===== config.mk =====
export PLATFORM = sky130hd
export DESIGN_NAME = fetch_unit_flat
export DESIGN_NICKNAME = d
export VERILOG_FILES = /design/src/rtl/fetch_unit_pkg.sv /design/src/rtl/fetch_unit_if.sv /design/src/rtl/fetch_unit_pc_reg.sv /design/src/rtl/fetch_unit.sv /design/src/flat_wrapper.sv
export SDC_FILE = /design/constraint.sdc
export NUM_CORES = 1
export LEC_CHECK = 0
export CELL_PAD_IN_SITES_DETAIL_PLACEMENT = 1
export CELL_PAD_IN_SITES_GLOBAL_PLACEMENT = 1
export CORE_ASPECT_RATIO = 1.4
export CORE_UTILIZATION = 33
export CTS_CLUSTER_SIZE = 30
export DETAILED_ROUTE_END_ITERATION = 16
export PLACE_DENSITY_LB_ADDON = 0.1
export SYNTH_ARGS = -nofsm -noshare
export SYNTH_HDL_FRONTEND = slang
export SYNTH_SLANG_ARGS = --single-unit

===== constraint.sdc =====
create_clock -name clk -period 4.2 [get_ports clk]
set_input_delay 0.84 -clock clk [delete_from_list [all_inputs] [get_ports clk]]
set_output_delay 0.84 -clock clk [all_outputs]
set_load 0.02 [all_outputs]

===== src/rtl/fetch_unit_pkg.sv =====
// Shared definitions for the instruction-fetch stage: FSM states, NOP word,
// reset vector, output-slot payload and PC helpers.
package fetch_unit_pkg;

  localparam int unsigned XLEN = 32;

  localparam logic [XLEN-1:0] NOP_WORD         = 32'h0000_0000;
  localparam logic [XLEN-1:0] DEFAULT_RESET_PC = 32'h0000_0000;

  typedef enum logic [1:0] {
    S_REQ  = 2'd0,
    S_WAIT = 2'd1,
    S_DROP = 2'd2
  } fetch_state_e;

  // Contents of the slot presented to IF/ID.
  typedef struct packed {
    logic            valid;
    logic [XLEN-1:0] ins;
    logic [XLEN-1:0] pc4;
  } slot_t;

  localparam slot_t EMPTY_SLOT = '{valid: 1'b0, ins: NOP_WORD, pc4: '0};

  function automatic logic [XLEN-1:0] word_align(input logic [XLEN-1:0] a);
    return {a[XLEN-1:2], 2'b00};
  endfunction

  // Wraps modulo 2^32 by construction.
  function automatic logic [XLEN-1:0] next_pc(input logic [XLEN-1:0] a);
    return a + XLEN'(4);
  endfunction

endpackage


===== src/rtl/fetch_unit_if.sv =====
// Instruction-memory request/grant/response bus between fetch_unit and imem.
interface fetch_unit_if;
  import fetch_unit_pkg::*;

  logic            imem_req;
  logic [XLEN-1:0] imem_addr;
  logic            imem_gnt;
  logic            imem_rvalid;
  logic [XLEN-1:0] imem_rdata;

  modport master (
    output imem_req,
    output imem_addr,
    input  imem_gnt,
    input  imem_rvalid,
    input  imem_rdata
  );

  modport slave (
    input  imem_req,
    input  imem_addr,
    output imem_gnt,
    output imem_rvalid,
    output imem_rdata
  );

endinterface


===== src/rtl/fetch_unit_pc_reg.sv =====
// Fetch PC register: async reset to RESET_PC, word-aligned load beats increment.
module fetch_unit_pc_reg
  import fetch_unit_pkg::*;
#(
  parameter logic [XLEN-1:0] RESET_PC = DEFAULT_RESET_PC
) (
  input  logic            clk,
  input  logic            rst,
  input  logic            load,
  input  logic [XLEN-1:0] load_pc,
  input  logic            inc,
  output logic [XLEN-1:0] pc
);

  logic [XLEN-1:0] pc_d;
  logic [XLEN-1:0] pc_q;

  always_comb begin
    pc_d = pc_q;
    if (load) begin
      pc_d = word_align(load_pc);
    end else if (inc) begin
      pc_d = next_pc(pc_q);
    end
  end

  always_ff @(posedge clk or posedge rst) begin
    if (rst) begin
      pc_q <= RESET_PC;
    end else begin
      pc_q <= pc_d;
    end
  end

  assign pc = pc_q;

endmodule


===== src/rtl/fetch_unit.sv =====
// Instruction-fetch stage: owns the PC, keeps one imem request in flight and
// presents either a fetched instruction or a NOP bubble to IF/ID.
module fetch_unit
  import fetch_unit_pkg::*;
#(
  parameter logic [XLEN-1:0] RESET_PC = DEFAULT_RESET_PC
) (
  input  logic              clk,
  input  logic              rst,
  input  logic              stall,
  input  logic              redirect,
  input  logic [XLEN-1:0]   redirect_pc,
  fetch_unit_if.master      imem,
  output logic [XLEN-1:0]   ins_out,
  output logic [XLEN-1:0]   PCPlus4_out,
  output logic              valid_out
);

  fetch_state_e    state_q, state_d;
  slot_t           slot_q, slot_d;
  logic [XLEN-1:0] pend_pc_q, pend_pc_d;
  logic [XLEN-1:0] fetch_pc;
  logic            req;
  logic            fire;
  logic            resp;

  assign fire = req && imem.imem_gnt;
  assign resp = imem.imem_rvalid;

  fetch_unit_pc_reg #(
    .RESET_PC (RESET_PC)
  ) u_pc_reg (
    .clk     (clk),
    .rst     (rst),
    .load    (redirect),
    .load_pc (redirect_pc),
    .inc     (fire),
    .pc      (fetch_pc)
  );

  always_ff @(posedge clk or posedge rst) begin
    if (rst) begin
      state_q <= S_REQ;
    end else begin
      state_q <= state_d;
    end
  end

  // A redirect turns any wrong-path request (just granted or in flight) into a DROP.
  always_comb begin
    state_d = state_q;
    unique case (state_q)
      S_REQ: begin
        if (fire) begin
          state_d = redirect ? S_DROP : S_WAIT;
        end
      end
      S_WAIT: begin
        if (resp) begin
          state_d = S_REQ;
        end else if (redirect) begin
          state_d = S_DROP;
        end
      end
      S_DROP: begin
        if (resp) begin
          state_d = S_REQ;
        end
      end
      default: state_d = S_REQ;
    endcase
  end

  // Only ask for a new word when the slot will be free at the next edge.
  always_comb begin
    req = 1'b0;
    if (!rst && (state_q == S_REQ)) begin
      req = !slot_q.valid || !stall;
    end
  end

  assign imem.imem_req  = req;
  assign imem.imem_addr = fetch_pc;

  always_comb begin
    pend_pc_d = pend_pc_q;
    if (fire) begin
      pend_pc_d = fetch_pc;
    end
  end

  // Consume, then load, then flush: later assignments take priority.
  always_comb begin
    slot_d = slot_q;
    if (slot_q.valid && !stall) begin
      slot_d = EMPTY_SLOT;
    end
    if ((state_q == S_WAIT) && resp) begin
      slot_d = '{valid: 1'b1, ins: imem.imem_rdata, pc4: next_pc(pend_pc_q)};
    end
    if (redirect) begin
      slot_d = EMPTY_SLOT;
    end
  end

  always_ff @(posedge clk or posedge rst) begin
    if (rst) begin
      slot_q    <= EMPTY_SLOT;
      pend_pc_q <= RESET_PC;
    end else begin
      slot_q    <= slot_d;
      pend_pc_q <= pend_pc_d;
    end
  end

  assign ins_out     = slot_q.ins;
  assign PCPlus4_out = slot_q.pc4;
  assign valid_out   = slot_q.valid;

endmodule


===== src/flat_wrapper.sv =====
// flat-port wrapper written by rule: the top's interface ports become plain ports
module fetch_unit_flat import fetch_unit_pkg::*;
#(
  parameter logic [XLEN-1:0] RESET_PC = DEFAULT_RESET_PC
)
  (clk, rst, stall, redirect, redirect_pc, ins_out, PCPlus4_out, valid_out, imem_imem_req, imem_imem_addr, imem_imem_gnt, imem_imem_rvalid, imem_imem_rdata);
  fetch_unit_if imem_i ();
  input  logic clk;
  input  logic rst;
  input  logic stall;
  input  logic redirect;
  input  logic [XLEN-1:0] redirect_pc;
  output logic [XLEN-1:0] ins_out;
  output logic [XLEN-1:0] PCPlus4_out;
  output logic valid_out;
  output wire logic [$bits(imem_i.imem_req)-1:0] imem_imem_req;
  output wire logic [$bits(imem_i.imem_addr)-1:0] imem_imem_addr;
  input wire logic [$bits(imem_i.imem_gnt)-1:0] imem_imem_gnt;
  input wire logic [$bits(imem_i.imem_rvalid)-1:0] imem_imem_rvalid;
  input wire logic [$bits(imem_i.imem_rdata)-1:0] imem_imem_rdata;
  assign imem_imem_req = imem_i.imem_req;
  assign imem_imem_addr = imem_i.imem_addr;
  assign imem_i.imem_gnt = imem_imem_gnt;
  assign imem_i.imem_rvalid = imem_imem_rvalid;
  assign imem_i.imem_rdata = imem_imem_rdata;
  fetch_unit #(.RESET_PC(RESET_PC)) u_core (.clk(clk), .rst(rst), .stall(stall), .redirect(redirect), .redirect_pc(redirect_pc), .imem(imem_i), .ins_out(ins_out), .PCPlus4_out(PCPlus4_out), .valid_out(valid_out));
endmodule

* Word level (Yosys, flattened, before mapping)
Cells that the tools add are included.
** Storage, ports and cells
- Memories :: 0
- Logic and storage cells :: 37
- Memory bits (read-only) :: 0
- Register bits after elaboration :: 131
- Latch bits :: 0
- Bits in writable memories :: 0
** Operators by class
- Bitwise gates (word level) :: 0
- Magnitude comparators :: 0
- Divide/modulo/power cells :: 0
- Multiplexer cells :: 12
- Add/subtract/negate cells :: 2
- Reduce and logical (&&, ||, !) cells :: 12
- Shift-type cells :: 0
- Eq/ne operators :: 5
- Multiply operators :: 0
** Operators with widths (count)
- two-way mux 65 bit :: 3
- adder 32 x 3 -> 32 bit, second input constant :: 2
- two-way mux 32 bit :: 2
- two-way mux 2 bit :: 5
- case mux 2 bit (3 select lines) :: 1
- logical AND 1 bit :: 4
- zero test 1 bit :: 3
- != test 3 bit, second input constant :: 1
- AND reduction 3 bit :: 1
- nonzero test 3 bit :: 1
- == test 2 x 1 -> 1 bit, second input constant :: 1
- == test 2 bit, second input constant :: 1
- zero test 2 bit :: 1
- != test 2 x 1 -> 1 bit, second input constant :: 1
- != test 2 bit, second input constant :: 1
- nonzero test 2 bit :: 1
- logical OR 1 bit :: 1
- two-way mux 1 bit :: 1

* Logic depth before layout (Yosys ltp)
Gate-level depths: netlist of the first run.
- Depth after elaboration :: 6
- Depth in mapped cells :: 7
- Gate-level depth less buffers :: 6

* By module
Synthesis of the first run repeated with hierarchy kept, for this count alone.
** Unflattened totals
- Cell total of the unflattened synthesis :: 567
- Area total of the unflattened synthesis :: 5928.2 µm²
** Modules (own cells, without submodules)
- fetch_unit :: area an instance 4140.2 µm², times used 1, sequential area each 2477.4 µm², cells each 370
- fetch_unit_pc_reg :: area an instance 1788.0 µm², times used 1, sequential area each 750.7 µm², cells each 197

* Worst setup path before layout of the first run
OpenSTA, ideal clock, no wires.
- Kind :: input-to-reg
- From :: input stall
- To :: register u_core.pend_pc_q[10]
- Data arrival time :: 2304 ps
- Path slack :: 1771 ps
- Stages :: 5
- Buffers on the path :: 2
- Cell sequence :: a2111oi_4 > and2_1 > buf_2 > buf_2 > mux2_2
** Between the ends
- Cells in the longest elaborated chain, start to end :: 4
** RTL lines
- start, declared :: line flat_wrapper.sv:10 : input logic stall;
- zero test 1 bit :: line fetch_unit.sv:78 : req = !slot_q.valid || !stall;
- logical OR 1 bit :: line fetch_unit.sv:78
- two-way mux 1 bit :: line fetch_unit.sv:77 : if (!rst && (state_q == S_REQ)) begin
- logical AND 1 bit :: line fetch_unit.sv:27 : assign fire = req && imem.imem_gnt;
- end signal, assigned :: line fetch_unit.sv:112 : pend_pc_q <= pend_pc_d;
- end, declared :: line fetch_unit.sv:21 : logic [XLEN-1:0] pend_pc_q, pend_pc_d;
Every way passes these cells.
A chain may end at the register's enable or synchronous reset.

* Final worst setup path of the first run
- From :: input stall
- To :: output imem_imem_req
** Between the ends
- Cells in the longest elaborated chain, start to end :: 3
** RTL lines
- zero test 1 bit :: line fetch_unit.sv:78
- logical OR 1 bit :: line fetch_unit.sv:78
- two-way mux 1 bit :: line fetch_unit.sv:77
- end, declared :: line flat_wrapper.sv:16 : output wire logic [$bits(imem_i.imem_req)-1:0] imem_imem_req;
Every way passes these cells.

==> results.md, run 1 <==
- Vias after detailed routing: 4631
- Post-route fraction of the period consumed by the critical path: around 81%
- Total iterations of the first detailed-routing run: 4
- Worst setup path category: in -> out
- Max-cap viol count: 0
- Switching pwr: 0.952 mW
- Time the final worst path needs with I/O delays and setup: approximately 3.4 ns
- Number of buffers created by CTS: 17
- Startpoint class of the critical path: input pin
- Depth of the worst register-to-register path: 6
- Leakage power: 3.41 nW
- Post-CTS repair timing setup buffer count: 0
- Reg power frac: about 43%
- Clock insertion delay at the later pin of the skew report: 0.41 ns
- Post-route DRC violation count: 0
- Final number of setup-violating endpoints: 0
- Clock network fraction of design power: between 40% and 50%
- Startpoint of the lowest-slack hold path: u_core.ins_out[7]
- Fraction of synthesized area in multiplexers: 4.87%
- Crit path required time: 3.36 ns
- Total global-route track usage: 18.8%
- Layout net count: 747
- Clock tree sinks: 126
- Half-perimeter wire length after placement: 11700 um
- Area of the mapped netlist: 5760 sq um
- Clock transition at the registers of the reported paths: 0.05 ns
- H-tree lvl count: 4
- Top fanout value on the critical path: 8
- Fraction of final layout cells sized beyond drive strength 1: 10.5%
- Switching share of power: 26.7%
- Final sum of negative setup slack: 0 ns
- RSZ-0062 raised after global routing: false
- Pwr Density: 434 nW/um^2
- Maximum operating frequency: 293 MHz
- Diode count: 0
- Async S/R FF share, synth: 100%
- Worst-path cell chain: clkdlybuf4s50_1, a2111oi_4, clkdlybuf4s50_1
- Number of buffers on the longest clock path: 2
- Count of buffers from port buffering: between 150 and 200
- Leading register cell type out of synthesis: dfrtp_1
- Yosys Warn Count: 0
- EDFF count, synth: 0
- Width of the die: between 100 and 150 um
- Fin Clk Skew: 0.00850 ns
- Type of the worst min-delay path: reg -> reg
- Area share of xor/xnor cells in the synthesized design: just under 9%
- Slowest stage cell on the critical path: clkdlybuf4s50_1
- Internal: 2.62 mW
- Complex-gate fraction of the synthesized area: 13.5%
- Area of the core: 16900 sq um
- Dominant combinational cell family by area after synthesis: simple AND/OR/NAND/NOR gates
- CP dominant cell by count: clkdlybuf4s50_1
- Fin util: 48.7%
- TritonCTS clock tree: built
- Number of distinct standard cells referenced by the synthesized netlist: 37
- I/O pin cnt: 168
- Origin of the critical flop-to-flop path: u_core.pend_pc_q[2]
- Final Max Tran Viols: 0
- Register area share after synthesis: approximately 55%
- Initial antenna violation count: 0
- Critical path startpoint: stall
- Via count of the first global-routing pass: 4991
- Wire length per cell: 17.5 um
- Total routed wirelength: around 16000 um
- Slew HR: 39.6%
- Grt total ovfl: 0
- Largest net degree at the start of global routing: 64
- Area occupied by multi-input gates: around 2500 sq um
- Post-synth top area share: a little over half
- Cell depth of the worst min-delay path: 1
- Mean area per synthesized cell: 11.2 sq um
- Fraction of the mapped netlist area in simple logic gates: 14.8%
- Initial core utilization: around a third
- Critical path capture point type: output port
- Placer congestion estimate: 0.759
- Outcome: complete, no violations
- Standard-cell rows: 56
- Wire length of the first global-routing pass: between 20000 and 30000 um
- Post-detailed-route count of antenna-violating nets: 0
- Fraction of power consumed by combinational cells: 15.8%
- Area used by sequential logic in the layout: 3150 sq um
- Synth Area in Adders: 0.435%
- Root Driver: clkbuf_16
- Layout filler cell count: ~1800
- Gate Count Post-Synth: 516
- Largest cells by area after synthesis: dfrtp_1, a22o_1, xnor2_1
- Die ar.: 18000 sq um
- Number of DRC markers after the initial detailed-route iteration: around 110
- Worst-margin pin slew: 0.898 ns
- Leading area contributor after synthesis: dfrtp_1
- Hold violation count in the final report: 0
- Maximum vdd drop: around 190 uV
- Crit path DAT: 2.58 ns
- Post-CTS resize count: 0
- Flop and latch count out of synthesis: 126
- Average via count per standard cell: 5.03
- Largest stage delay on the critical path: 0.71 ns
- Post-CTS Hold Fix Bufs: 0
- Area grow syn2layout: 42.9%
- Vertical die dimension: ~160 um
power groups by stage:
stage,combinational (mW),sequential [mW],clock [mW]
floorplan,0.299,1.54,0
global placement,0.559,1.54,0
detailed placement,0.571,1.55,0
CTS,0.574,1.53,1.52
global route,0.619,1.55,1.57
finish,0.563,1.53,1.48
synth_stat cells (2+ instances only):
cell	instances
xnor2_1	37
buf_2	5
o21ai_1	4
and4_1	5
ha_1	2
nand2b_1	2
clkbuf_1	22
inv_1	7
buf_4	3
mux2_2	24
xor2_1	20
nand2_1	65
a22o_1	61
nor2b_1	2
nor4_2	2
nor4_1	5
and2_1	4
a21oi_1	3
and3_1	6
or3_1	4
o21ai_0	31
nand3_1	16
nand4_2	2
nor2_1	14
nor3_1	11
dfrtp_1	126
nand4_1	23
final timing paths:
path,to,slack (ns)
setup / recovery,imem_imem_req,0.78
setup reg to reg,u_core.PCPlus4_out[22],1.87
min in group asynchronous,u_core.state_q[0],0.98
hold reg to reg,u_core.ins_out[7],0.50
max in group asynchronous,u_core.u_pc_reg.pc[9],2.24
hold / removal,u_core.ins_out[7],0.50
metrics by stage:
stage,power [mW],setup WS [ns],hold WS [ns],instance area [sq um],instances
5_1_grt,3.74,0.715,0.520,8220,920
4_1_cts,3.62,0.777,0.507,8220,920
6_report,3.57,0.782,0.500,8220,920
3_5_place_dp,2.12,0.783,0.490,7610,888
3_3_place_gp,2.10,0.813,0.487,7610,888
2_1_floorplan,1.84,0.00406,0.467,5760,517
routing by layer:
metal  up-vias  global-route usage, %  part of all wire (%)
li1       2170                      -                     -
met1      2297                   21.7                    42
met2       142                   33.7                    51
met3        22                   4.57                   5.1
met4         0                   6.95                   1.7
met5         -                      0                     0
layout make-up:
| cell class | instances | share of cell area, % |
|---|---|---|
| clock inverter | 5 | 0.913 |
| timing repair buffer | 170 | 20.4 |
| tap | 232 | 3.53 |
| clock buffer | 27 | 6.48 |
| inverter | 7 | 0.350 |
| sequential | 126 | 38.3 |
| multi-input combinational | 353 | 30.0 |
registers in the layout, indices dropped and copies added, names as in the netlist:
name and count:
u_core.PCPlus4_out 31, u_core.ins_out 32, u_core.pend_pc_q 30, u_core.state_q 2, u_core.u_pc_reg.pc 30, u_core.valid_out 1
worst max-delay path, delay by kind of cell:
| kind | cells | cell delay (ns) |
|---|---|---|
| buf+inv | 2 | 1.20 |
| compound gates | 1 | 0.53 |
placed cells by master, fill, tap and decap left out, types with 2 or more instances in the layout:
master	Yosys	final
clkdlybuf4s50_1	0	162
dfrtp_1	126	126
nand2_1	65	65
a22o_1	61	61
xnor2_1	37	37
o21ai_0	31	31
mux2_2	24	24
nand4_1	23	23
xor2_1	20	20
clkbuf_16	0	17
nand3_1	16	16
nor2_1	14	13
nor3_1	11	11
clkbuf_8	0	7
buf_4	3	7
inv_1	7	6
and3_1	6	6
and4_1	5	5
nor4_1	5	5
and2_1	4	4
or3_1	4	4
o21ai_1	4	4
a21oi_1	3	3
clkinv_2	0	3
clkbuf_1	22	3
nor2b_1	2	2
nand4_2	2	2
nand2b_1	2	2
nor4_2	2	2
ha_1	2	2
conb_1	1	2
bufinv_16	0	2
cells by family (layout without fill, tap and decap cells):
logic type                 count (synthesis)  in the layout
other                                      1              2
adders and majority gates                  2              2
DFF                                      126            126
and+or+nand+nor                          164            164
AOI/OAI and AO/OA                        103            103
buffers and inverters                     38            209
muxes                                     25             25
xor gates and xnor gates                  57             57
Power figures use the tool's default switching activity.
==> run 2, diff against run 1 <==
==> constraint.sdc (replaced) <==
create_clock -name clk -period 2.85 [get_ports clk]
set_input_delay 0.57 -clock clk [delete_from_list [all_inputs] [get_ports clk]]
set_output_delay 0.57 -clock clk [all_outputs]
set_load 0.02 [all_outputs]
==> run 2 against run 1 <==
Non-clock buffer count increased by 2; count of clock-buffer cells in the layout decreased by 5; clock power grew 47%.
==> results.md, run 2 (same netlist as run 1, synthesis figures left out) <==
- Vias after detailed routing: 4614
- Standard-cell rows: 56
- Critical path capture point type: output port
- Slew HR: 53.3%
- Number of flip-flops in the largest register: 32
- Origin of the critical flop-to-flop path: u_core.pend_pc_q[2]
- Total iterations of the first detailed-routing run: 4
- Clock tree sinks: 126
- Largest stage delay on the critical path: between 0.6 and 0.7 ns
- Grt total ovfl: 0
- Total global-route track usage: 18.8%
- Fin Clk Skew: 0.0132 ns
- Wire length per cell: 17.5 um
- Clock transition at the registers of the reported paths: 0.05 ns
- Outcome: complete, no violations
- Area grow syn2layout: 43.7%
- Average via count per standard cell: 5.02
- Switching share of power: 26.8%
- Commonest non-fill, non-tap cell in the layout: clkdlybuf4s50_1
- Post-route DRC violation count: 0
- Crit path DAT: ~2.1 ns
- Diode count: 0
- Highest-count cells in the layout ignoring fill and taps: clkdlybuf4s50_1, dfrtp_1, nand2_1
- Type of the worst min-delay path: reg -> reg
- Slowest stage cell on the critical path: clkdlybuf4s50_1
- Max-cap viol count: 0
- Vertical die dimension: 158 um
- Startpoint of the lowest-slack hold path: u_core.PCPlus4_out[11]
- Post-route fraction of the period consumed by the critical path: 93.4%
- Number of buffers on the longest clock path: 2
- Cell depth of the worst min-delay path: 1
- Capture instance of the worst register-to-register path: u_core.PCPlus4_out[22]
- Layout net count: 749
- Switching pwr: 1.41 mW
- Leakage power: 3.41 nW
- TritonCTS clock tree: built
- Final sum of negative setup slack: 0 ns
- Width of the die: 114 um
- Half-perimeter wire length after placement: 11600 um
- Clock insertion delay at the later pin of the skew report: slightly above 0.4 ns
- Post-CTS resize count: 0
- Endpoint with the worst hold slack: u_core.PCPlus4_out[11]
- Total routed wirelength: approximately 16000 um
- Hold violation count in the final report: 0
- Root Driver: clkbuf_16
- Fraction of power consumed by combinational cells: 15.9%
- Top fanout value on the critical path: 3
- Startpoint class of the critical path: input pin
- Count of buffers from port buffering: ~160
- Wire length of the first global-routing pass: 26200 um
- Crit path required time: 2.28 ns
- Fraction of final layout cells sized beyond drive strength 1: a little over a tenth
- Number of DRC markers after the initial detailed-route iteration: 205
- Fin util: 49.0%
- Maximum operating frequency: approximately 380 MHz
- Final Max Tran Viols: 0
- Area of the core: roughly 17000 sq um
- I/O pin cnt: 168
- Register-to-Register Setup Slack: 0.48 ns
- Worst setup path category: in -> out
- Number of buffers created by CTS: 17
- Pwr Density: 636 nW/um^2
- RSZ-0062 raised after global routing: false
- H-tree lvl count: 4
- Worst-path cell chain: clkdlybuf4s50_1, a2111oi_4, clkdlybuf4s50_1
- Largest net degree at the start of global routing: 76
- Post-CTS repair timing setup buffer count: 0
- CP dominant cell by count: clkdlybuf4s50_1
- Clock network fraction of design power: 41.2%
- Pwr Total: approximately 5.3 mW
- Placer congestion estimate: 0.787
- Post-CTS Hold Fix Bufs: 0
- Depth of the worst register-to-register path: 6
- Final number of setup-violating endpoints: 0
- Via count of the first global-routing pass: 4945
- Die ar.: 18000 sq um
- Post-detailed-route count of antenna-violating nets: 0
- Initial core utilization: 34.1%
- Time the final worst path needs with I/O delays and setup: around 2.7 ns
- Worst-margin pin slew: a little under 0.7 ns
- Maximum vdd drop: 310 uV
- Reg power frac: 42.9%
- Internal: 3.85 mW
- Initial antenna violation count: 0
==> run 2: changes by cell type in the layout (fill, tap and decap cells not counted) <==
cell and delta:
clkinvlp_4 +2, clkbuf_8 -4, inv_4 -1, bufinv_16 +1, buf_4 -2, clkbuf_1 -1
buf_12 +4
==> run 2: how the worst max path moves through the flow <==
stage | startpoint | end | slack, ns | cells past startpoint
after detailed placement | stall | imem_imem_req | 0.20 | 3
after global placement | stall | imem_imem_req | 0.19 | 3
after floorplan | u_core.valid_out | u_core.pend_pc_q[10] | 0.68 | 5
after CTS | stall | imem_imem_req | 0.18 | 3
final | stall | imem_imem_req | 0.19 | 3
after global routing | stall | imem_imem_req | 0.13 | 3
==> run 2: per-layer routing <==
metal | wire [um] | track usage (%) | vias up | share of wire [%]
met5 | 0 | 0 | - | 0
met4 | 261 | 6.58 | 0 | 1.6
met3 | 738 | 3.81 | 21 | 4.6
met2 | 8120 | 32.5 | 137 | 51
met1 | 6920 | 23.4 | 2279 | 43
li1 | - | - | 2177 | -
==> run 2: area by class of cell <==
type                            instances  area [sq um]
Tap cell                              232           290
Clock buffer                           22           474
Fill cell                            1828          8620
Multi-Input combinational cell        353          2460
Inverter                                7          30.0
Sequential cell                       126          3150
Clock inverter                          7           113
Timing Repair Buffer                  172          1740
==> run 2: critical path, delay by kind of cell <==
kind,cells,cell delay (ns)
compound gates,1,0.37
buf+inv,2,1.16
==> run 2: power by group through the flow <==
stage / clock network [mW] / registers, mW / logic [mW]
3_3_place_gp: 0 / 2.27 / 0.829
4_1_cts: 2.22 / 2.26 / 0.853
3_5_place_dp: 0 / 2.29 / 0.847
5_1_grt: 2.31 / 2.29 / 0.918
2_1_floorplan: 0 / 2.27 / 0.441
6_report: 2.17 / 2.26 / 0.837
==> run 2: per-stage QoR <==
step | hold WS [ns] | worst slack (ns) | cells | instance area [sq um]
2_1_floorplan | 0.467 | 0.682 | 517 | 5760
4_1_cts | 0.508 | 0.180 | 919 | 8270
5_1_grt | 0.525 | 0.125 | 919 | 8270
6_report | 0.501 | 0.188 | 919 | 8270
3_3_place_gp | 0.486 | 0.191 | 890 | 7680
3_5_place_dp | 0.491 | 0.197 | 890 | 7680
